File: src/rtl/alu_idecode_memory.sv
// -----------------------------------------------------------------------------
// alu_idecode_memory
//
// Fetch/decode/execute slice of the single-cycle RV32I teaching core.
// A small word-addressed memory supplies the instruction word. That word is
// split into register indices and a sign-extended immediate. The OP-IMM or
// LUI result is computed from that immediate and the rs1 value.
//
// Ports
//   clk              in   1   clock, rising edge
//   rst              in   1   asynchronous active-high reset (clears memory)
//   mem_write_enable in   1   write mem_data_in at mem_address on clk rise
//   mem_address      in   32  word index (pc >> 2), not a byte address
//   mem_data_in      in   32  write data
//   rs1_value        in   32  register-file read of rs1
//   instr            out  32  memory word at mem_address (combinational)
//   opcode           out  7   instr[6:0]
//   rd               out  5   instr[11:7]
//   funct3           out  3   instr[14:12]
//   rs1              out  5   instr[19:15]
//   rs2              out  5   instr[24:20]
//   imm_value        out  32  decoded immediate
//   rd_value         out  32  ALU result
//   reg_write        out  1   high for OP-IMM and LUI
// -----------------------------------------------------------------------------
module alu_idecode_memory #(
    parameter int SIZE = 8
) (
    input  logic        clk,
    input  logic        rst,
    input  logic        mem_write_enable,
    input  logic [31:0] mem_address,
    input  logic [31:0] mem_data_in,
    input  logic [31:0] rs1_value,
    output logic [31:0] instr,
    output logic [6:0]  opcode,
    output logic [4:0]  rd,
    output logic [2:0]  funct3,
    output logic [4:0]  rs1,
    output logic [4:0]  rs2,
    output logic [31:0] imm_value,
    output logic [31:0] rd_value,
    output logic        reg_write
);

    localparam int AW = (SIZE > 1) ? $clog2(SIZE) : 1;

    localparam logic [6:0] OPC_OP_IMM = 7'b0010011;
    localparam logic [6:0] OPC_LUI    = 7'b0110111;

    // ------------------------------------------------------------------
    // Memory: synchronous write, combinational read.
    // The reset clears every word asynchronously, so the array cannot map
    // onto block RAM. At this size it is only a handful of registers.
    // ------------------------------------------------------------------
    logic [31:0]   mem_reg [SIZE];
    logic          addr_in_range;
    logic [AW-1:0] mem_index;

    // The full 32-bit compare keeps high address bits from aliasing onto
    // low words. There is no wrap-around.
    assign addr_in_range = (mem_address < 32'(SIZE));
    assign mem_index     = mem_address[AW-1:0];

    always_ff @(posedge clk or posedge rst) begin
        if (rst) begin
            for (int i = 0; i < SIZE; i++) begin
                mem_reg[i] <= '0;
            end
        end else if (mem_write_enable && addr_in_range) begin
            mem_reg[mem_index] <= mem_data_in;
        end
    end

    // During a write cycle the old word is read, because the array only
    // changes at the clock edge.
    assign instr = addr_in_range ? mem_reg[mem_index] : '0;

    // ------------------------------------------------------------------
    // Field decode
    // ------------------------------------------------------------------
    assign opcode = instr[6:0];
    assign rd     = instr[11:7];
    assign funct3 = instr[14:12];
    assign rs1    = instr[19:15];
    assign rs2    = instr[24:20];

    always_comb begin
        imm_value = '0;
        unique case (opcode)
            OPC_OP_IMM: imm_value = {{20{instr[31]}}, instr[31:20]};
            OPC_LUI:    imm_value = {instr[31:12], 12'b0};
            default:    imm_value = '0;
        endcase
    end

    // ------------------------------------------------------------------
    // ALU
    // ------------------------------------------------------------------
    logic [4:0] shamt;
    logic       slt_signed;
    logic       slt_unsigned;

    assign shamt        = imm_value[4:0];
    assign slt_signed   = ($signed(rs1_value) < $signed(imm_value));
    assign slt_unsigned = (rs1_value < imm_value);

    always_comb begin
        rd_value  = '0;
        reg_write = 1'b0;
        if (opcode == OPC_OP_IMM) begin
            reg_write = 1'b1;
            unique case (funct3)
                3'b000: rd_value = rs1_value + imm_value;
                3'b010: rd_value = {31'b0, slt_signed};
                3'b011: rd_value = {31'b0, slt_unsigned};
                3'b100: rd_value = rs1_value ^ imm_value;
                3'b110: rd_value = rs1_value | imm_value;
                3'b111: rd_value = rs1_value & imm_value;
                3'b001: rd_value = rs1_value << shamt;
                // instr[30] selects the arithmetic or logical right shift.
                3'b101: rd_value = instr[30] ? 32'($signed(rs1_value) >>> shamt)
                                             : (rs1_value >> shamt);
                default: rd_value = '0;
            endcase
        end else if (opcode == OPC_LUI) begin
            reg_write = 1'b1;
            rd_value  = imm_value;
        end
    end

endmodule

File: config.mk
export PLATFORM = sky130hd
export DESIGN_NAME = alu_idecode_memory
export DESIGN_NICKNAME = d
export VERILOG_FILES = /design/src/rtl/alu_idecode_memory.sv
export SDC_FILE = /design/constraint.sdc
export NUM_CORES = 1
export LEC_CHECK = 0
export BUFFER_PORTS_ARGS = -buffer_cell sky130_fd_sc_hd__buf_4
export CORE_MARGIN = 2
export CORE_UTILIZATION = 40
export CTS_CLUSTER_DIAMETER = 60
export DETAILED_ROUTE_END_ITERATION = 16
export PLACE_DENSITY = 0.66
export SETUP_SLACK_MARGIN = 0.3
export SLEW_MARGIN = 20
export SYNTH_ARGS = -nofsm -noshare
export SYNTH_HDL_FRONTEND = slang
export SYNTH_SLANG_ARGS = --single-unit
File: constraint.sdc
create_clock -name clk -period 13.5 [get_ports clk]
set_input_delay 0 -clock clk [delete_from_list [all_inputs] [get_ports clk]]
set_output_delay 0 -clock clk [all_outputs]
set_load 0.01 [all_outputs]
==> summary.txt <==
Global route
  • Largest net degree at the start of global routing: 111
  • Met2 Usage GRT: 0.600
  • Global Route Usage Sum: 0.378
  • Total global routing overflow: 0
  • Initial antenna violation count: 3
  • Met1 usage: 0.460
  • Vias in the first global route: 20.5k
  • Grt met3 use: 0.0715
  • GR peak layer: met2
  • First-pass GRT wire length: 149000 um

Routing
  • Vias: 21.1k
  • DR iter-0 viols: 2168
  • Drt pass-1 iters: 7
  • Total Routed Length: 106000 um
  • Drt drc: 0
  • WL/cell: 33.8 um
  • Vias/cell: 6.74
  • ANT nets after route: 0

Worst setup path
  • Crit path buffers/inverters: 4
  • Startpoint class of the critical path: input port
  • Crit Path Category: in2out
  • Crit path top cell by count: buf_4
  • R2r setup slk: 12690 ps
  • Critical path peak fanout: 40
  • Stages on the worst setup path: 23
  • Slowest cell delay on critical path: 650 ps
  • Required @ worst endpoint: 13500 ps
  • Crit-path slowest cell: nor3_1
  • CP delay by family, top: simple AND/OR/NAND/NOR gates
  • Crit path DAT: 8090 ps
  • CP Capture Type: output pin
  • Crit path cell chain: buf_4 > buf_4 > or2_1 > o22ai_1 > a2111oi_4 > nand4_2 > buf_4 > nor2_1 > nand2_1 > nor3_1 > nor2_1 > ha_1 > nand2b_1 > a21oi_1 > nor3_1 > a32oi_1 > o211ai_1 > o41ai_1 > nor2_1 > or4_1 > a21oi_1 > o41a_1 > buf_4
  • Worst r2r path cells: 1

Pwr
  • Power density cells: 67.4 mW/mm2
  • Max VDD drop: 0.107 mV
  • Leak Pwr: 11.3 nW
  • Post-layout power: 0.00164 W

Floorplanning
  • Die X-Extent: 234 um
  • Initial core utilization: 0.403
  • Die area: 0.0547 mm2
  • Num ports: 221
  • Die H: 234 um
  • Rows: 84
  • Core area: 0.0524 mm2

Layout
  • FILL cells: 5038
  • Non-Filler Instances: 3128
  • Fin nets: 2642
  • Max reg flops: 256
  • Post-Route Utilization: 0.465
  • Layout cells sized above 1: 0.294
  • Area added between synthesis and finish: 15.3%

Yosys
  • Cell Area, Synth: 0.0211 mm2
  • Unique cell type count in the Yosys netlist: 109
  • FF+latch count, synth: 256
  • Async S/R FF share, synth: 1.00
  • Ys flop type: dfrtp_1
  • Area contributors post-synth: dfrtp_1 30%, mux2_2 15%, ha_1 7.0%, nand2_1 3.4%, a21oi_1 3.3%
  • Synth Net Count: 2474
  • Syn Inst Count: 2255
  • Dominant cell type by area after synthesis: dfrtp_1
  • Post-synth EDFFs: 0
  • Post-synth top area share: 0.303
  • Register area share after synthesis: 0.303
  • Commonest cells post-synth: 284 x mux2_2, 256 x dfrtp_1, 191 x nand2_1
  • Yosys warning count: 0
  • Most numerous cell in the Yosys netlist: mux2_2
  • Syn Area/Cell: 9.37 um2

Placement
  • Port bufs: 220
  • Routability congestion estimate: 1.10
  • Final HPWL DP: 77700 um
  • Post-place setup slack: 5960 ps
  • Cell count after placement: 3053

STA
  • Hold Violations, Final: 0
  • Relative slew slack: 0.200
  • Final worst-path setup slack: 5410 ps
  • Endpoints failing setup: 0
  • Maximum operating frequency: 124 MHz
  • Layout Skew: 0 ps
  • TNS Setup: 0 ps
  • Crit path time final: 8090 ps
  • Worst-margin pin slew: 1200 ps
  • Max-slew violation count: 0
  • Unrepaired setup endpoints after global routing: no
  • Final worst-path cycle share: 0.599

Clock network
  • Worst-Skew Late Latency: 540 ps
  • CTS tree: built
  • Clock slew at reported path FFs: 60 ps
  • CTS sink cnt: 256
  • Cts hold-fix bufs: 33
  • Postcts setup bufs: 0
  • CTS root buf: clkbuf_16
  • Post-cts gate resize count: 0
  • Clock buffer count from CTS: 22
  • H-tree Lvls: 1
  • Clk buf depth: 3

Run
  • Max_cap viols: 0

Run status
  • Status: finished clean

Worst hold path
  • Hold Crit Class: in2async
[power breakdown]
group / total [W] / switching, W / internal (W)
Sequential: 0.000767 / 0.00000000000349 / 0.000767
Combinational: 0.000268 / 0.000185 / 0.0000827
Clock: 0.000608 / 0.000284 / 0.000323
[layout make-up]
class | count | area, um2 | share of cell area
Clock inverter | 9 | 62.6 | 0.00257
Clock buffer | 29 | 617 | 0.0253
Timing Repair Buffer | 320 | 2500 | 0.103
Antenna cell | 3 | 7.51 | 0.000308
Tap cell | 688 | 861 | 0.0353
Sequential cell | 256 | 6410 | 0.263
Inverter | 102 | 395 | 0.0162
Multi-Input combinational cell | 1721 | 13500 | 0.555
[placed cells by master (no fill, tap or decap), types with 29 or more instances in the layout]
master	n
buf_4	286
mux2_2	284
dfrtp_1	256
nand2_1	191
a21oi_1	141
nor2_1	134
ha_1	119
inv_1	91
nand3_1	83
o21ai_0	82
mux2i_1	58
a31oi_1	38
o22ai_1	37
a211oi_1	33
dlygate4sd3_1	33
nor4_1	29
nor3_1	29
mux4_2	29
[logic make-up (layout without fill, tap and decap cells)]
kind of cell,Yosys count,after routing,synth area share
compound gates,617,617,0.207
xor+xnor,16,16,0.00663
fa+ha+maj,120,120,0.0714
buf+inv,278,460,0.0631
flops,256,256,0.303
mux,378,378,0.214
other cells,0,3,0
simple gates,590,590,0.135
[routing by layer]
| layer | vias up | part of all wire |
|---|---|---|
| met1 | 10600 | 0.38 |
| met4 | 2 | 0.088 |
| met5 | - | 0.00012 |
| met2 | 1351 | 0.45 |
| li1 | 8758 | - |
| met3 | 373 | 0.089 |
[path summary, 6_finish.rpt]
path,start,endpoint
max,mem_address[2],rd_value[29]
min,rst,mem_reg[80]$_DFFE_PP0P_
max reg2reg,mem_reg[127]$_DFFE_PP0P_,mem_reg[127]$_DFFE_PP0P_
min reg2reg,mem_reg[41]$_DFFE_PP0P_,mem_reg[41]$_DFFE_PP0P_
max in group asynchronous,rst,mem_reg[184]$_DFFE_PP0P_
min in group clk,mem_data_in[14],mem_reg[142]$_DFFE_PP0P_
[metrics by stage]
step / area [um2] / hold WS (ps)
after floorplan: 21100 / 117
after global placement: 23300 / 184
after detailed placement: 23300 / 201
after CTS: 24300 / 186
after global routing: 24400 / 234
final: 24400 / 157
(Power assumes the default switching activity.)
